File: src/rtl/adc_dac_loop_mc.sv
// Multi-channel ADC averaging front end with 16Q48 result registers and
// per-channel saturating DAC code generation (direct request or ADC loopback).
module adc_dac_loop_mc #(
   parameter int FLOAT_WIDTH = 64,
   parameter int FRAC_BITS   = 48,
   parameter int ADC_WIDTH   = 12,
   parameter int DAC_WIDTH   = 14,
   parameter int N_CH        = 2,
   parameter int LOG2_AVG    = 4
) (
   input  logic                        ADC_CLK,
   input  logic                        RST,
   input  logic                        ENABLE,
   input  logic                        START,
   input  logic [N_CH*ADC_WIDTH-1:0]   ADC_DATA_IN,
   input  logic [N_CH*FLOAT_WIDTH-1:0] DAC_VOLT_IN,
   input  logic [N_CH-1:0]             DAC_SRC_SEL,
   output logic                        BUSY,
   output logic                        DONE,
   output logic [N_CH*FLOAT_WIDTH-1:0] ADC_16Q48_OUT,
   output logic [N_CH*DAC_WIDTH-1:0]   DAC_CODE_OUT,
   output logic [N_CH-1:0]             DAC_SAT
);

   localparam int ACC_W = ADC_WIDTH + LOG2_AVG;
   localparam int CNT_W = LOG2_AVG + 1;
   localparam int SHIFT = FRAC_BITS - (ADC_WIDTH - 1) - LOG2_AVG;
   localparam logic [CNT_W-1:0]     LAST_CNT = CNT_W'((1 << LOG2_AVG) - 1);
   localparam logic [DAC_WIDTH-1:0] DAC_MAX  = {1'b0, {(DAC_WIDTH-1){1'b1}}};
   localparam logic [DAC_WIDTH-1:0] DAC_MIN  = {1'b1, {(DAC_WIDTH-1){1'b0}}};

   typedef enum logic [1:0] {
      ST_IDLE = 2'd0,
      ST_ACQ  = 2'd1,
      ST_DONE = 2'd2
   } state_t;

   state_t                      state_r;
   logic                        busy_r;
   logic                        done_r;
   logic [CNT_W-1:0]            cnt_r;
   logic signed [ACC_W-1:0]     acc_r [N_CH];
   logic [N_CH*FLOAT_WIDTH-1:0] adc_out_r;

   logic                        start_acc_s;
   logic signed [ACC_W-1:0]     samp_ext_s [N_CH];
   logic [FLOAT_WIDTH-1:0]      adc_res_s [N_CH];

   // Start qualification, sample sign extension and mean-to-16Q48 scaling.
   always_comb begin
      start_acc_s = (state_r == ST_IDLE) && START && ENABLE;
      for (int k = 0; k < N_CH; k++) begin
         samp_ext_s[k] = ACC_W'($signed(ADC_DATA_IN[k*ADC_WIDTH +: ADC_WIDTH]));
         adc_res_s[k]  = FLOAT_WIDTH'(acc_r[k]) << SHIFT;
      end
   end

   // Acquisition FSM with accumulators, sample counter and held results.
   always_ff @(posedge ADC_CLK or posedge RST) begin
      if (RST) begin
         state_r   <= ST_IDLE;
         busy_r    <= 1'b0;
         done_r    <= 1'b0;
         cnt_r     <= '0;
         adc_out_r <= '0;
         for (int k = 0; k < N_CH; k++) begin
            acc_r[k] <= '0;
         end
      end else begin
         done_r <= 1'b0;
         case (state_r)
            ST_IDLE: begin
               if (start_acc_s) begin
                  state_r <= ST_ACQ;
                  busy_r  <= 1'b1;
                  cnt_r   <= '0;
                  for (int k = 0; k < N_CH; k++) begin
                     acc_r[k] <= '0;
                  end
               end else begin
                  busy_r <= 1'b0;
               end
            end
            ST_ACQ: begin
               // An abort leaves the held results untouched and never pulses DONE.
               if (!ENABLE) begin
                  state_r <= ST_IDLE;
                  busy_r  <= 1'b0;
               end else begin
                  for (int k = 0; k < N_CH; k++) begin
                     acc_r[k] <= acc_r[k] + samp_ext_s[k];
                  end
                  cnt_r <= cnt_r + CNT_W'(1);
                  if (cnt_r == LAST_CNT) begin
                     state_r <= ST_DONE;
                     busy_r  <= 1'b0;
                  end else begin
                     busy_r <= 1'b1;
                  end
               end
            end
            ST_DONE: begin
               for (int k = 0; k < N_CH; k++) begin
                  adc_out_r[k*FLOAT_WIDTH +: FLOAT_WIDTH] <= adc_res_s[k];
               end
               done_r  <= 1'b1;
               busy_r  <= 1'b0;
               state_r <= ST_IDLE;
            end
            default: begin
               state_r <= ST_IDLE;
               busy_r  <= 1'b0;
            end
         endcase
      end
   end

   assign BUSY          = busy_r;
   assign DONE          = done_r;
   assign ADC_16Q48_OUT = adc_out_r;

   for (genvar k = 0; k < N_CH; k++) begin : g_dac
      logic [FLOAT_WIDTH-1:0]           v_s;
      logic [FLOAT_WIDTH-FRAC_BITS-1:0] int_s;
      logic [DAC_WIDTH-1:0]             code_s;
      logic                             sat_s;
      logic [DAC_WIDTH-1:0]             code_r;
      logic                             sat_r;
      logic                             unused_lsb_s;

      // Source select, range test and truncating/saturating code conversion.
      always_comb begin
         if (DAC_SRC_SEL[k]) begin
            v_s = adc_out_r[k*FLOAT_WIDTH +: FLOAT_WIDTH];
         end else begin
            v_s = DAC_VOLT_IN[k*FLOAT_WIDTH +: FLOAT_WIDTH];
         end
         int_s = v_s[FLOAT_WIDTH-1:FRAC_BITS];
         if ((&int_s) || (~|int_s)) begin
            code_s = {v_s[FLOAT_WIDTH-1], v_s[FRAC_BITS-1 -: DAC_WIDTH-1]};
            sat_s  = 1'b0;
         end else if (v_s[FLOAT_WIDTH-1]) begin
            code_s = DAC_MIN;
            sat_s  = 1'b1;
         end else begin
            code_s = DAC_MAX;
            sat_s  = 1'b1;
         end
      end

      assign unused_lsb_s = ^v_s[FRAC_BITS-DAC_WIDTH:0];

      // Code register and sticky flag; a new saturation beats the START clear.
      always_ff @(posedge ADC_CLK or posedge RST) begin
         if (RST) begin
            code_r <= '0;
            sat_r  <= 1'b0;
         end else begin
            code_r <= code_s;
            if (start_acc_s) begin
               sat_r <= sat_s;
            end else begin
               sat_r <= sat_r | sat_s;
            end
         end
      end

      assign DAC_CODE_OUT[k*DAC_WIDTH +: DAC_WIDTH] = code_r;
      assign DAC_SAT[k]                             = sat_r;
   end

endmodule

File: config.mk
export PLATFORM = sky130hd
export DESIGN_NAME = adc_dac_loop_mc
export DESIGN_NICKNAME = d
export VERILOG_FILES = /design/src/rtl/adc_dac_loop_mc.sv
export SDC_FILE = /design/constraint.sdc
export NUM_CORES = 1
export LEC_CHECK = 0
export CORE_MARGIN = 3
export CORE_UTILIZATION = 41
export DETAILED_ROUTE_END_ITERATION = 12
export PLACE_DENSITY = 0.82
export REMOVE_ABC_BUFFERS = 1
export SLEW_MARGIN = 25
export SYNTH_ARGS = -nofsm -noshare
export SYNTH_HDL_FRONTEND = slang
export SYNTH_SLANG_ARGS = --single-unit
File: constraint.sdc
create_clock -name ADC_CLK -period 3.6 [get_ports ADC_CLK]
set_input_delay 0.54 -clock ADC_CLK [delete_from_list [all_inputs] [get_ports ADC_CLK]]
set_output_delay 0.54 -clock ADC_CLK [all_outputs]
set_load 0.01 [all_outputs]
==> results.tsv <==
metric	value	unit
starting density of the core	42.0	%
via count	5166	
layout cell share with drive strength beyond 1	7.90	%
I/O pin total	318	
Adder-Cell Fraction of Synth Area	6.88	%
post-CTS sizing	0	
final hold vios	0	
max-slew violations	0	
H-tree Lvls	3	
DRT Wirelength	15500	um
Hold/Removal Path Class	reg -> reg	
CTS Buf Count	9	
global-route wire length before repair	23600	um
Simple-Gate Fraction of Synth Area	17.0	%
Final Setup Violations	0	
Critical Path Fanout Max	4	
Main synth FF type	dfrtp_1	
vias in the first global route	4760	
Compound-Gate Fraction of Synth Area	12.5	%
Post-synth EDFFs	0	
root buf cell	clkbuf_16	
flops & latches, synth	103	
Cell Count, Final, Fillers Out	1034	
DRC viols	0	
fin nets	1010	
Yosys Warn Count	0	
post-route ant nets	0	
largest net degree at the start of global routing	56	
total congestion overflow	0	
Tot Pwr	3.93	mW
total track usage	17.4	%
Die Footprint	17200	um^2
DR pass1 iterations	5	
Worst-Margin Slew	0.876	ns
WP data required	3.84	ns
Max-Cap Viols	0	
TritonCTS clock tree	yes	
Area Overhead vs Synth	29.2	%
clk slew on worst S/H paths	0.07	ns
count of cell types in the netlist	51	
Async S/R FF share, synth	100	%
Final Cycle Share	75.3	%
sequential share of the synthesized area	40.2	%
Leak	3.68	nW
n_diodes	0	
Hold-fix buffers, CTS	0	
dpl hpwl	11700	um
Peak VDD IR	250	uV
Setup crit end kind	flip-flop	
Clock Path Buffers	2	
Netlist Area Pre-Place	6410	um^2
total core area	15300	um^2
Clk Latency, worst-skew pair	0.35	ns
Routability Congestion	0.884	
crit path DAT	2.96	ns
Row Count	45	
wire length per cell	15.0	um
Placed Cells	1017	
CP Class	in -> reg	
DRT iter0 DRCs	409	
status	finished, final reports clean	
RSZ-0062 raised after global routing	false	
Die Y-Extent	131	um
syn avg cell area	9.45	um^2
Fill cells	1332	
Clock Skew	0.00508	ns
Post-CTS Setup Inserts	0	
main combinational cell family by area after synthesis	simple AND/OR/NAND/NOR gates	
post-layout util	54.2	%
Post-Synth XOR/XNOR Area	2.73	%
mux share of post-synthesis cell area	6.41	%
Port Buffers	181	
FMAX	369	MHz
min Tclk post-route	2.71	ns
Post-Syn Instances	678	
Max transition margin	41.5	%
Critical Path Start Type	primary input	
Min Hold Slack	0.482	ns
Clock Sinks	103	
DIE WIDTH	131	um
Cell Pwr Density	475	nW/um^2
antenna violations before repair	0	
drt via density	5.00	
Setup TNS	0	ns
-- cell usage in the layout, fill, tap and decap left out, types with 3 or more instances in the layout --
cell	Yosys	layout
xnor2_1	11	11
buf_4	98	7
nand3_1	12	12
mux2i_1	5	5
o211ai_1	5	5
nand4_1	14	14
o31ai_1	4	4
a22o_1	3	3
nor3_1	35	35
clkdlybuf4s50_1	0	181
mux2_2	32	32
nor2_1	29	28
nor3b_1	7	7
clkbuf_16	0	9
inv_1	18	17
nor2b_1	31	30
ha_1	32	32
nor4_1	9	9
and2_1	4	4
nand2_1	56	56
nand2b_1	7	7
conb_1	1	66
a211oi_1	15	15
a31oi_1	4	4
a21o_1	7	7
and3_1	5	5
o21ai_1	17	17
o21bai_1	5	5
clkinv_2	0	3
xor2_1	9	9
o21ai_0	15	15
a21oi_1	32	31
dfrtp_1	103	103
-- layer usage --
layer | share of wire (%) | track usage, %
met4 | 2.1 | 6.84
met1 | 43 | 23.3
met5 | 0 | 0
met2 | 49 | 28.2
met3 | 5.4 | 3.05
-- stage by stage --
stage                     area [um^2]  worst slack (ns)
after floorplan                  5810             0.356
after global placement           7970             0.576
after detailed placement         7970             0.531
after CTS                        8240             0.905
after global routing             8280             0.800
final                            8280             0.888
-- area by class of cell --
cell class	count	area (um^2)	share of cell area, %
Multi-Input combinational cell	496	3180	38.4
Sequential cell	103	2580	31.1
Timing Repair Buffer	190	1910	23.1
Tap cell	211	264	3.19
Clock buffer	9	225	2.72
Inverter	18	70.1	0.847
Clock inverter	7	47.5	0.575
-- sequential cells by signal, indices dropped and copies added, names as in the netlist --
register       cells
cnt_r              5
DONE               1
g_dac.sat_r        2
ADC_16Q48_OUT     32
acc_r             32
g_dac.code_r      28
state_r            2
BUSY               1
-- worst max-delay path, cell delays in order --
cell	delay, ns
clkdlybuf4s50_1	0.43
ha_1	0.24
inv_1	0.08
fa_1	0.24
nor2b_4	0.06
o31a_1	0.30
o31ai_2	0.34
a311oi_1	0.16
or3_1	0.33
a32o_1	0.25
-- final timing paths --
| check | from | endpoint | slack (ns) | cells past startpoint |
|---|---|---|---|---|
| worst max-delay path | ADC_DATA_IN[12] | acc_r[14] | 0.89 | 10 |
| worst min-delay path | g_dac[0].sat_r | g_dac[0].sat_r | 0.48 | 1 |
| worst max register to register | acc_r[0] | acc_r[14] | 1.12 | 9 |
| worst min register to register | g_dac[0].sat_r | g_dac[0].sat_r | 0.48 | 1 |
| max in group asynchronous | RST | acc_r[1] | 2.28 | 3 |
| min in group asynchronous | RST | g_dac[1].code_r[13] | 0.62 | 2 |
-- where the power goes --
group          internal [mW]  total [mW]  leakage, nW  switching (mW)
combinational          0.694        1.52         2.20           0.828
clock                  0.470       0.923        0.132           0.452
sequential              1.34        1.49         1.34           0.151
-- cells in the mapped netlist, types with 14 or more instances --
cell / count / share of area [%]
dfrtp_1: 103 / 40
clkbuf_1: 26 / 1.5
nor2b_1: 31 / 3.0
a21oi_1: 32 / 2.5
nor2_1: 29 / 1.7
o21ai_0: 15 / 1.2
mux2_2: 32 / 5.6
buf_4: 98 / 11
nand4_1: 14 / 1.4
a211oi_1: 15 / 1.8
inv_1: 18 / 1.1
nor3_1: 35 / 2.7
ha_1: 32 / 6.2
o21ai_1: 17 / 1.3
nand2_1: 56 / 3.3
-- cells by family (layout without fill, tap and decap cells) --
logic type	count (synthesis)	in the layout
and+or+nand+nor	214	214
buffers and inverters	144	224
AOI/OAI and AO/OA	125	125
DFF	103	103
muxes	37	37
adders and majority gates	34	34
xor gates and xnor gates	20	20
other	1	66
No activity file was read; power rests on OpenSTA's default activity.
